[config.mk]
export PLATFORM = sky130hd
export DESIGN_NAME = result_bcd
export DESIGN_NICKNAME = d
export VERILOG_FILES = /design/src/rtl/result_bcd.sv
export SDC_FILE = /design/constraint.sdc
export NUM_CORES = 1
export LEC_CHECK = 0
export ABC_AREA = 1
export CAP_MARGIN = 20
export CORE_MARGIN = 2
export CORE_UTILIZATION = 42
export CTS_CLUSTER_DIAMETER = 60
export DETAILED_ROUTE_END_ITERATION = 10
export GPL_ROUTABILITY_DRIVEN = 0
export HOLD_SLACK_MARGIN = 0.12
export PLACE_DENSITY = 0.68
export SETUP_SLACK_MARGIN = 0.4
export SKIP_LAST_GASP = 1
export SLEW_MARGIN = 40
export SYNTH_ARGS = -nofsm -noshare
export SYNTH_HDL_FRONTEND = slang
export SYNTH_SLANG_ARGS = --single-unit
[constraint.sdc]
create_clock -name clk -period 1.4 [get_ports clk]
set_input_delay 0.35 -clock clk [delete_from_list [all_inputs] [get_ports clk]]
set_output_delay 0.35 -clock clk [all_outputs]
set_load 0.01 [all_outputs]
[src/rtl/result_bcd.sv]
// result_bcd: captures a divider result (8-bit quotient, 7-bit remainder) on
// the rising edge of valid and converts both values to three-digit packed BCD
// with a parallel pair of shift-and-add-3 (double-dabble) engines.
// A conversion takes 8 clocks. done pulses for one cycle when qbcd/rbcd update.
module result_bcd (
    input  logic        clk,
    input  logic        reset,
    input  logic [7:0]  quotient,
    input  logic [6:0]  remainder,
    input  logic        valid,
    output logic [11:0] qbcd,
    output logic [11:0] rbcd,
    output logic        done,
    output logic        busy,
    output logic        overrun
);

    typedef enum logic [0:0] {
        ST_IDLE = 1'b0,
        ST_CONV = 1'b1
    } state_t;

    state_t      state_r;
    logic        valid_d_r;
    logic [19:0] qsh_r;
    logic [19:0] rsh_r;
    logic [2:0]  cnt_r;

    logic        trig_s;
    logic [19:0] qnext_s;
    logic [19:0] rnext_s;

    // Add 3 to a BCD digit that is 5 or more, so that the following shift
    // carries correctly into the next decimal digit.
    function automatic logic [3:0] adj_nibble(input logic [3:0] n);
        return (n >= 4'd5) ? (n + 4'd3) : n;
    endfunction

    // One double-dabble iteration: adjust the three BCD digits, then shift
    // the whole register left by one bit.
    function automatic logic [19:0] dabble_step(input logic [19:0] v);
        logic [19:0] a;
        a        = v;
        a[19:16] = adj_nibble(v[19:16]);
        a[15:12] = adj_nibble(v[15:12]);
        a[11:8]  = adj_nibble(v[11:8]);
        return {a[18:0], 1'b0};
    endfunction

    assign trig_s  = valid & ~valid_d_r;
    assign qnext_s = dabble_step(qsh_r);
    assign rnext_s = dabble_step(rsh_r);

    // Capture/convert state machine with registered BCD outputs and flags.
    always_ff @(posedge clk or negedge reset) begin
        if (!reset) begin
            state_r   <= ST_IDLE;
            valid_d_r <= 1'b0;
            qsh_r     <= 20'd0;
            rsh_r     <= 20'd0;
            cnt_r     <= 3'd0;
            qbcd      <= 12'd0;
            rbcd      <= 12'd0;
            done      <= 1'b0;
            busy      <= 1'b0;
            overrun   <= 1'b0;
        end else begin
            valid_d_r <= valid;
            done      <= 1'b0;
            case (state_r)
                ST_IDLE: begin
                    if (trig_s) begin
                        qsh_r   <= {12'd0, quotient};
                        rsh_r   <= {12'd0, 1'b0, remainder};
                        cnt_r   <= 3'd0;
                        busy    <= 1'b1;
                        state_r <= ST_CONV;
                    end else begin
                        state_r <= ST_IDLE;
                    end
                end
                ST_CONV: begin
                    // A new result while converting is dropped and flagged.
                    if (trig_s) begin
                        overrun <= 1'b1;
                    end else begin
                        overrun <= overrun;
                    end
                    qsh_r <= qnext_s;
                    rsh_r <= rnext_s;
                    cnt_r <= cnt_r + 3'd1;
                    if (cnt_r == 3'd7) begin
                        qbcd    <= qnext_s[19:8];
                        rbcd    <= rnext_s[19:8];
                        done    <= 1'b1;
                        busy    <= 1'b0;
                        state_r <= ST_IDLE;
                    end else begin
                        state_r <= ST_CONV;
                    end
                end
                default: begin
                    state_r <= ST_IDLE;
                    busy    <= 1'b0;
                end
            endcase
        end
    end

endmodule

## After elaboration in Yosys (flattened, before gate mapping)

Index checks and enable logic that the tools add are counted.

| storage, ports and cells | value |
|---|---|
| logic and storage cells | 52 |
| flip-flop bits (word level) | 72 |
| output and inout bits | 27 |

| cells by class | value |
|---|---|
| multiplexer cells | 20 |
| equal/unequal tests | 3 |
| bitwise operators | 3 |
| $add $sub $neg | 7 |
| order comparisons | 6 |
| reductions and logical operators | 3 |

Operators by type and width:

| cell | count |
|---|---|
| case mux 20 bit (2 select lines) | 2 |
| two-way mux 20 bit | 2 |
| greater-or-equal comparator 4 x 3 -> 1 bit (second input constant) | 6 |
| adder 4 x 2 -> 4 bit (second input constant) | 4 |
| two-way mux 4 bit | 4 |
| two-way mux 3 bit | 3 |
| adder 3 x 2 -> 3 bit (second input constant) | 2 |
| two-way mux 1 bit | 6 |
| case mux 3 bit (2 select lines) | 1 |
| AND reduction 2 bit | 3 |
| case mux 1 bit (2 select lines) | 2 |
| adder 3 x 1 -> 3 bit (second input constant) | 1 |
| == test 3 bit (second input constant) | 1 |
| inequality test 2 x 1 -> 1 bit (second input constant) | 1 |
| inequality test 2 bit (second input constant) | 1 |
| NOT 1 bit | 2 |
| AND 1 bit | 1 |

## Longest topological paths before layout

Gate-level depths: netlist of run 1.

| depth | value |
|---|---|
| word-level depth | 4 |
| mapped depth | 9 |

## Least setup slack after synthesis of run 1

No wires, ideal clock.

| timing | value |
|---|---|
| path type | register to register |
| start point | register cnt_r[0] |
| end point | register qbcd[4] |
| buffers on the path | 1 |
| stages on the path, launching flop included | 8 |
| path slack | 132 ps |
| period minus slack after synthesis | 1268 ps |
| required time | 1282 ps |
| arrival time | 1150 ps |
| cells stage by stage | dfrtp_1 ha_1 ha_1 nand2_4 inv_4 buf_6 nand3_1 nand2_1 |

| between the ends | value |
|---|---|
| cells in the longest elaborated chain, start to end | 2 |

RTL lines:

| what | line | RTL |
|---|---|---|
| start, declared | 27 | `logic [2:0] cnt_r;` |
| start signal, assigned | 91 | `cnt_r <= cnt_r + 3'd1;` |
| == test 3 bit | 92 | `if (cnt_r == 3'd7) begin` |
| AND reduction 2 bit (no source line) | - |  |
| end signal, assigned | 93 | `qbcd <= qnext_s[19:8];` |
| end, declared | 11 | `output logic [11:0] qbcd,` |

No other way between the ends.
A chain may end at the register's enable or synchronous reset.

## Final worst setup path of run 1

| timing | value |
|---|---|
| start point | register cnt_r[1] |
| end point | register rbcd[3] |

| between the ends | value |
|---|---|
| cells in the longest elaborated chain, start to end | 2 |

RTL lines:

| what | line | RTL |
|---|---|---|
| == test 3 bit | 92 |  |
| AND reduction 2 bit (no source line) | - |  |
| end signal, assigned | 94 | `rbcd <= rnext_s[19:8];` |
| end, declared | 12 | `output logic [11:0] rbcd,` |

No other way between the ends.

==> metrics.cfg, run 1 <==
[run_status]
status = finished with violations
violations = hold timing

[critical_path]
max_stage_delay_ns = 0.42
crit_type = reg2reg
cp_cell_sequence = ha_4, ha_4, nand2_8, buf_12, o21ai_0
cpLargestDelayFamily = flip-flops
critical_path.startpoint_type = flop
crit_fanout = 12
endpoint_kind = flop
cp.buffers_inverters = 1
critPathRequiredTime_ns = 1.66
crit_path_top_delay_cell = dfrtp_1
path_common_cell = ha_4
crit_arrival_ns = 1.58

[synth]
synth_edf_count = 0
syn_nets = 430
synth_flop_cell = dfrtp_1
synth-seq-area-share_pct = 52.5
syn_area_um2 = 3430
postSynthAreaPerCell_um2 = 8.63
syn_inst = 398
synth_cell_types = 21
ys_warn_count = 0
ys_async_sr_fraction_pct = 100
synth-seq-cells = 72

[floorplan]
num_rows = 32
die_h_um = 94.4
die_w_um = 94.4
num_io_pins = 45
initial_utilization_pct = 44.0
coreArea_um2 = 7810
die_area_um2 = 8920

[grt]
grt_overflow_total = 0
grt_max_degree = 24
gr-usage-all-layers_pct = 23.1
grt_pass1_wl_um = 15900
grt_antenna_before_repair = 0
grt_pass1_vias = 3395

[timing]
hold_viol = 11
worst_slew_pin_slew_ns = 0.381
fmax_ghz = 0.762
hold_ws_ns = -0.106
period_needed_ns = 1.31
finClkSkew_ns = 0.0113
grt_setup_unrepaired = true
drv_slew = 0
setup_viol = 0
fin_setup_tns_ns = 0
fin_crit_sh_pct = 93.7
relSlewSlack_pct = 74.6

[clocking]
cts_buffers = 9
clock_latency_ns = 0.36
cts_htree_levels = 3
cts_root_buf = clkbuf_8
clk_pin_slew_ns = 0.09
cts.sinks = 72
cts_tree = built
clk_path_buf_depth = 2

[final_layout]
n_antenna_cell = 0
register_area_um2 = 1810
final_cells = 625
fillers = 555
syn2layout_area_growth_pct = 59.1
drive_above_1_share_pct = 50.1
multiInputGateArea_um2 = 2090
nNetsFinal = 550

[routing]
wl_per_cell_um = 17.0
drt-vias-per-instance = 5.37
dr_wl_met2_um = 5600
dr.pass1.iters = 5
top_layer = met4
drtIter0Drc = 223
dr_wl_met3_um = 430
dr_total_vias = 3357
postRouteAntennaNets = 0
drc = 0
met1_length_um = 4230
routed_wirelength_um = 10600

[power]
peakVddDrop_mv = 1.06
leakagePower_nw = 2.73
p_per_area_nw_per_um2 = 2510
totalPowerFinal_w = 0.0137

[min_path]
hold_path.class = in2async

[place]
port_buffers = 44
dp.cells = 544
dp_hpwl_um = 5500

[job]
cap_violations = 0

==> final timing paths <==
| kind | start | endpoint | slack [ns] | depth (start not counted) |
|---|---|---|---|---|
| setup / recovery | cnt_r[1]$_DFFE_PN0P_ | rbcd[3]$_DFFE_PN0P_ | 0.09 | 5 |
| hold / removal | reset | rsh_r[16]$_DFFE_PN0P_ | -0.11 | 1 |
| setup reg to reg | cnt_r[1]$_DFFE_PN0P_ | rbcd[3]$_DFFE_PN0P_ | 0.09 | 5 |
| hold reg to reg | rbcd[6]$_DFFE_PN0P_ | rbcd[6]$_DFFE_PN0P_ | 0.48 | 2 |
| max in group asynchronous | reset | qbcd[4]$_DFFE_PN0P_ | 0.95 | 2 |
| min in group clk | rbcd[6]$_DFFE_PN0P_ | rbcd[6]$_DFFE_PN0P_ | 0.48 | 2 |
==> metrics by stage <==
stage,worst slack (ns),utilization (%),instance area [µm²],hold WS [ns]
finish,0.0877,70.0,5460,-0.106
CTS,0.143,62.6,4890,-0.0845
detailed placement,-0.182,53.7,4190,0.295
global placement,-0.138,53.7,4190,0.282
floorplan,0.221,-,3580,0.0544
global route,0.0561,70.0,5460,-0.0834
==> placed cells by master (no fill, tap or decap), drive strengths merged, types with 4 or more instances in the layout <==
master         synthesis  routed
ha                    14      14
o22ai                  7       7
a21oi                  4       4
nand2                138     139
buf                   16     106
nor2                   9       9
clkdlybuf4s50          0      15
nand3                 53      53
clkbuf                 0      11
nand4                 21      21
o21ai                 23      23
dfrtp                 72      72
inv                   35      36
==> layer usage <==
metal	vias up	GRT usage, %
li1	1570	-
met1	1642	28.0
met2	115	39.8
met3	30	3.11
met4	0	12.8
met5	-	0
==> sequential cells by signal, indices dropped and copies added (netlist names), 3 cells and up <==
| register | cells |
|---|---|
| rsh_r | 20 |
| cnt_r | 3 |
| qbcd | 12 |
| rbcd | 12 |
| qsh_r | 20 |
==> power breakdown <==
part | total, W | internal (W) | switching (W)
Combinational | 0.00823 | 0.00379 | 0.00444
Clock | 0.00166 | 0.000814 | 0.000849
Sequential | 0.00381 | 0.00301 | 0.000805
==> what timing repair did <==
action                                 4_1_cts  5_1_grt
setup endpoints to repair                   98       98
cloned                                       3        2
gates resized for setup                    190       89
endpoints found under the hold margin       11       11
pin swaps                                   37       30
buffers inserted                            38       22
==> final cells by class <==
| class | instances | share of cell area [%] |
|---|---|---|
| inverter | 35 | 2.91 |
| clock inverter | 6 | 1.10 |
| tap | 102 | 2.34 |
| timing repair buffer | 123 | 19.8 |
| sequential | 72 | 33.1 |
| timing repair inverter | 1 | 0.160 |
| clock buffer | 10 | 2.34 |
| multi-input combinational | 276 | 38.3 |
==> Yosys cell counts, types with 2 or more instances <==
cell type	count	share of area (%)
buf_6	6	2.0
nor2_1	9	0.98
a21oi_1	3	0.44
nand4_1	21	3.8
o22ai_1	7	1.3
dfrtp_1	72	52
ha_1	14	5.1
nand3_1	53	7.7
inv_1	33	3.6
nand2_1	136	15
o221ai_1	2	0.51
inv_4	2	0.36
buf_2	10	1.5
o21ai_1	7	1.0
o21ai_0	16	2.3
a22o_1	2	0.51
==> logic make-up (layout without fill, tap and decap cells) <==
family | count (synthesis) | count (layout) | share of synthesized area [%]
simple gates | 221 | 222 | 27.9
compound gates | 40 | 40 | 7.14
buf+inv | 51 | 175 | 7.40
flops | 72 | 72 | 52.5
fa+ha+maj | 14 | 14 | 5.10
Note: power is estimated with default switching activity, not from simulation.
==> run 2, diff against run 1 <==
--- a/config.mk
+++ b/config.mk
@@ -14,6 +14,7 @@
 export GPL_ROUTABILITY_DRIVEN = 0
 export HOLD_SLACK_MARGIN = 0.12
 export PLACE_DENSITY = 0.68
+export RECOVER_POWER = 100
 export SETUP_SLACK_MARGIN = 0.4
 export SKIP_LAST_GASP = 1
 export SLEW_MARGIN = 40
==> metrics.cfg, run 2 (synthesis results as in run 1) <==
[timing]
finClkSkew_ns = 0.0121  ; +0.000842 ns
fmax_ghz = 0.715  ; -6.1%
hold_viol = 0  ; -11
worst_slew_pin_slew_ns = 0.917  ; +0.536 ns
fin_ws_ns = 0.00202  ; -0.0856 ns
setup_viol = 0  ; unchanged
period_needed_ns = 1.40  ; +0.0856 ns
drv_slew = 0  ; unchanged
relSlewSlack_pct = 38.9  ; -36 points
fin_crit_sh_pct = 99.9  ; +6.1 points
grt_setup_unrepaired = true

[power]
power.switching_w = 0.00608  ; -0.28%
p_int_w = 0.00752  ; -1.1%
seq_power_share_pct = 27.9  ; about the same
switching_share_pct = 44.7  ; +0.21 points
p_clk_share_pct = 12.3  ; +0.2 points
leakagePower_nw = 2.71  ; -0.84%
peakVddDrop_mv = 1.06  ; +0.32%
p_per_area_nw_per_um2 = 2510  ; +0.16%
comb_power_share_pct = 59.8  ; -0.2 points
totalPowerFinal_w = 0.0136  ; -0.76%

[place]
dp_hpwl_um = 5500  ; unchanged
port_buffers = 44  ; unchanged
pre_cts_ws_ns = -0.182  ; unchanged

[critical_path]
critPathRequiredTime_ns = 1.68  ; +0.02 ns
crit_fanout = 7  ; -5
endpoint_kind = flop
crit_type = reg2reg
crit_arrival_ns = 1.68  ; +0.10 ns
critical_path.startpoint_type = flop

[final_layout]
final_common_cell = nand2_1
n_antenna_cell = 0  ; unchanged
drive_above_1_share_pct = 48.9  ; -1.1 points
fillers = 566  ; +2.0%
final_cell_mix = 94 x nand2_1, 68 x dfrtp_1, 54 x buf_4
nNetsFinal = 550  ; unchanged
top_regs = qsh_r x20, rsh_r x20
syn2layout_area_growth_pct = 57.6

[routing]
drtIter0Drc = 199  ; -11%
dr.pass1.iters = 5  ; unchanged
dr_total_vias = 3333  ; -0.71%
drt-vias-per-instance = 5.33  ; -0.71%
drc = 0  ; unchanged
wl_per_cell_um = 17.0  ; about the same
postRouteAntennaNets = 0  ; unchanged
routed_wirelength_um = 10600  ; about the same

[grt]
grt_max_degree = 24  ; unchanged
grt_antenna_before_repair = 0  ; unchanged
grt_pass1_wl_um = 15900  ; unchanged
grt_overflow_total = 0  ; unchanged
gr-usage-all-layers_pct = 23.1  ; unchanged
grt_pass1_vias = 3395  ; unchanged

[floorplan]
die_w_um = 94.4  ; unchanged
num_io_pins = 45  ; unchanged
die_area_um2 = 8920  ; unchanged
die_h_um = 94.4  ; unchanged
coreArea_um2 = 7810  ; unchanged
initial_utilization_pct = 44.0  ; unchanged
num_rows = 32  ; unchanged

[clocking]
cts.sinks = 72  ; unchanged
clock_latency_ns = 0.36  ; about the same
cts_tree = built
clk_pin_slew_ns = 0.09  ; about the same
clk_path_buf_depth = 2  ; unchanged
cts_root_buf = clkbuf_8
cts_buffers = 9  ; unchanged
cts_htree_levels = 3  ; unchanged

[run_status]
status = finished, final reports clean

[min_path]
hold_path.class = in2async

[job]
cap_violations = 0  ; unchanged

-- run 2: critical path, cell delays in order, from the launching register on --
cell      delay (ns)
dfrtp_1         0.48
buf_8           0.19
inv_12          0.09
clkbuf_1        0.29
nand3_2         0.15
o21ai_2         0.11
-- run 2: cell type report --
type / count / area [µm²] / area share (%)
clock buffers: 10 / 128 / 2.36
inverters: 35 / 159 / 2.94
multi-input cells: 276 / 2070 / 38.3
repair buffers: 123 / 1050 / 19.4
flip-flops and latches: 72 / 1810 / 33.4
repair inverters: 1 / 8.76 / 0.162
well taps: 102 / 128 / 2.36
clock inverters: 6 / 60.1 / 1.11
-- run 2: routing by layer --
layer	routed length [µm]	share of wire (%)	vias to the layer above	global-route usage, %
li1	-	-	1566	-
met1	4230	40	1639	28.0
met2	5590	53	99	39.8
met3	460	4.3	29	3.11
met4	340	3.2	0	12.8
met5	0	0	-	0
-- run 2: final timing paths --
path	startpoint	to	slack [ns]	cells after the start
worst max-delay path	state_r$_DFF_PN0_	qsh_r[0]$_DFFE_PN0P_	0.002	5
worst min-delay path	reset	rsh_r[16]$_DFFE_PN0P_	0.09	1
worst max register to register	state_r$_DFF_PN0_	qsh_r[0]$_DFFE_PN0P_	0.002	5
worst min register to register	rbcd[6]$_DFFE_PN0P_	rbcd[6]$_DFFE_PN0P_	0.48	2
max in group asynchronous	reset	qbcd[4]$_DFFE_PN0P_	0.38	2
min in group clk	rbcd[6]$_DFFE_PN0P_	rbcd[6]$_DFFE_PN0P_	0.48	2
-- run 2: power groups by stage --
stage | clock network (W) | registers (W) | logic (W)
global route | 0.00175 | 0.00389 | 0.00887
finish | 0.00167 | 0.00380 | 0.00813
floorplan | 0 | 0.00368 | 0.00340
global placement | 0 | 0.00365 | 0.00482
CTS | 0.00165 | 0.00364 | 0.00641
detailed placement | 0 | 0.00367 | 0.00502
-- run 2: repair_timing --
action	CTS	global route
gates resized for setup	190	89
setup endpoints to repair	98	98
pin swaps	37	30
buffers inserted	38	22
hold endpoints to repair	11	11
gates cloned	3	2
-- run 2: stage by stage --
step	utilization (%)	setup TNS (ns)	std cells	area, µm²	hold slack [ns]
after floorplan	-	0	398	3580	0.0544
after global placement	53.7	-3.21	544	4190	0.282
after detailed placement	53.7	-4.59	544	4190	0.295
after CTS	62.6	0	601	4890	-0.0845
after global routing	69.3	0	625	5410	0.154
final	69.3	0	625	5410	0.0883
==> run 3, diff against run 2 <==
==> constraint.sdc (replaced) <==
create_clock -name clk -period 1.7 [get_ports clk]
set_input_delay 0.425 -clock clk [delete_from_list [all_inputs] [get_ports clk]]
set_output_delay 0.425 -clock clk [all_outputs]
set_load 0.01 [all_outputs]
==> metrics.cfg, run 3 (synthesis results as in run 1) <==
[run_status]
status = finished, final reports clean

[critical_path]
critical_path.startpoint_type = flop
crit_fanout = 6  ; -1
r2r-end = qbcd[11]$_DFFE_PN0P_
r2r_setup_slack_ns = 0.23  ; +0.23 ns
crit_type = reg2reg
reg2reg_from = cnt_r[0]$_DFFE_PN0P_
crit_arrival_ns = 1.68  ; about the same
r2r_cells = 6  ; +1
critPathRequiredTime_ns = 1.91  ; +0.23 ns
endpoint_kind = flop

[grt]
grt_overflow_total = 0  ; unchanged
grt_pass1_wl_um = 12600  ; -21%
grt_max_degree = 42  ; +75%
grt_antenna_before_repair = 0  ; unchanged
gr-usage-all-layers_pct = 18.0  ; -5.1 points
grt_pass1_vias = 2703  ; -20%

[routing]
dr_total_vias = 3048  ; -8.6%
wl_per_cell_um = 14.6  ; -14%
drtIter0Drc = 171  ; -14%
drc = 0  ; unchanged
routed_wirelength_um = 8740  ; -18%
drt-vias-per-instance = 5.08  ; -4.7%
dr.pass1.iters = 4  ; -1
postRouteAntennaNets = 0  ; unchanged

[floorplan]
num_io_pins = 45  ; unchanged
die_w_um = 94.4  ; unchanged
initial_utilization_pct = 44.0  ; unchanged
die_area_um2 = 8920  ; unchanged
num_rows = 32  ; unchanged
coreArea_um2 = 7810  ; unchanged
die_h_um = 94.4  ; unchanged

[timing]
drv_slew = 0  ; unchanged
fin_crit_sh_pct = 86.3  ; -14 points
relSlewSlack_pct = 70.0  ; +31 points
fin_setup_tns_ns = 0  ; unchanged
worst_slew_pin_slew_ns = 0.450  ; -0.467 ns
fmax_ghz = 0.682  ; -4.7%
finClkSkew_ns = 0.0122  ; +0.0000603 ns
grt_setup_unrepaired = true
period_needed_ns = 1.47  ; +0.0686 ns
hold_ws_ns = 0.480  ; +0.391 ns
fin_ws_ns = 0.233  ; +0.231 ns
setup_viol = 0  ; unchanged
hold_viol = 0  ; unchanged

[clocking]
clk_path_buf_depth = 2  ; unchanged
cts_buffers = 9  ; unchanged
cts_htree_levels = 3  ; unchanged
cts_tree = built
cts_root_buf = clkbuf_8
cts.sinks = 72  ; unchanged
clock_latency_ns = 0.34  ; -0.02 ns
clk_pin_slew_ns = 0.07  ; -0.02 ns

[job]
cap_violations = 0  ; unchanged

[final_layout]
top_regs = qsh_r x20, rsh_r x20
drive_above_1_share_pct = 25.7  ; -23 points
syn2layout_area_growth_pct = 35.7
nNetsFinal = 525  ; -4.5%
n_antenna_cell = 0  ; unchanged
fillers = 678  ; +20%
final_common_cell = nand2_1
final_cell_mix = 116 x nand2_1, 71 x dfrtp_1, 39 x nand3_1

[min_path]
worstHoldStart = overrun$_DFFE_PN0P_
hold_end = overrun$_DFFE_PN0P_
whs_path_depth = 1
hold_path.class = reg2reg

[place]
port_buffers = 44  ; unchanged
dp_hpwl_um = 4990  ; -9.2%
pre_cts_ws_ns = 0.0569  ; +0.239 ns

[power]
leakagePower_nw = 2.31  ; -15%
peakVddDrop_mv = 0.842  ; -21%
p_per_area_nw_per_um2 = 1970  ; -21%

run 3: worst max-delay path, stage by stage (launching register included):
cell,delay [ns]
dfrtp_1,0.39
ha_1,0.22
ha_1,0.25
nand2_4,0.13
buf_12,0.15
clkbuf_16,0.15
o21ai_2,0.05
run 3: power breakdown:
| part | internal (W) | total [W] | switching [W] |
|---|---|---|---|
| Sequential | 0.00247 | 0.00301 | 0.000538 |
| Combinational | 0.00204 | 0.00483 | 0.00279 |
| Clock | 0.000755 | 0.00136 | 0.000603 |
| Total | 0.00527 | 0.00920 | 0.00393 |
run 3: worst max-delay path by stage:
stage	startpoint	endpoint	slack, ns	depth (start not counted)
final	cnt_r[0]$_DFFE_PN0P_	qbcd[11]$_DFFE_PN0P_	0.23	6
after global routing	cnt_r[1]$_DFFE_PN0P_	rbcd[11]$_DFFE_PN0P_	0.19	7
after CTS	cnt_r[0]$_DFFE_PN0P_	rbcd[3]$_DFFE_PN0P_	0.38	5
after detailed placement	valid	qsh_r[0]$_DFFE_PN0P_	0.06	5
after global placement	valid	qsh_r[0]$_DFFE_PN0P_	0.09	5
after floorplan	cnt_r[0]$_DFFE_PN0P_	qbcd[4]$_DFFE_PN0P_	0.43	7
run 3: timing repair:
item / 4_1_cts / 5_1_grt
cloned: 0 / 6
pin swaps: 0 / 23
endpoints found under the hold margin: 14 / 0
hold buffers: 1 / 0
setup endpoints to repair: 69 / 85
setup buffers: 18 / 22
gates resized for setup: 116 / 81
run 3: layout make-up:
type	count	area (µm²)	share of cell area, %
Sequential cell	72	1800	38.7
Multi-Input combinational cell	275	1570	33.8
Timing Repair Buffer	98	788	16.9
Clock buffer	13	159	3.41
Inverter	35	149	3.20
Tap cell	102	128	2.74
Clock inverter	3	40.0	0.859
Timing Repair inverter	2	20.0	0.430
run 3: metal layers:
metal  part of all wire [%]  up-vias  global-route usage [%]
met5                      0        -                       0
met3                    4.5       16                    3.51
li1                       -     1510                       -
met1                     45     1453                    25.0
met2                     48       69                    27.1
met4                    2.4        0                    8.33
run 3: metrics by stage:
step / cells / cell area (µm²) / util [%] / total power [W]
floorplan: 398 / 3430 / - / 0.00549
global placement: 537 / 3990 / 51.0 / 0.00655
detailed placement: 537 / 3990 / 51.0 / 0.00671
CTS: 572 / 4220 / 54.1 / 0.00813
global route: 600 / 4660 / 59.7 / 0.00992
finish: 600 / 4660 / 59.7 / 0.00920
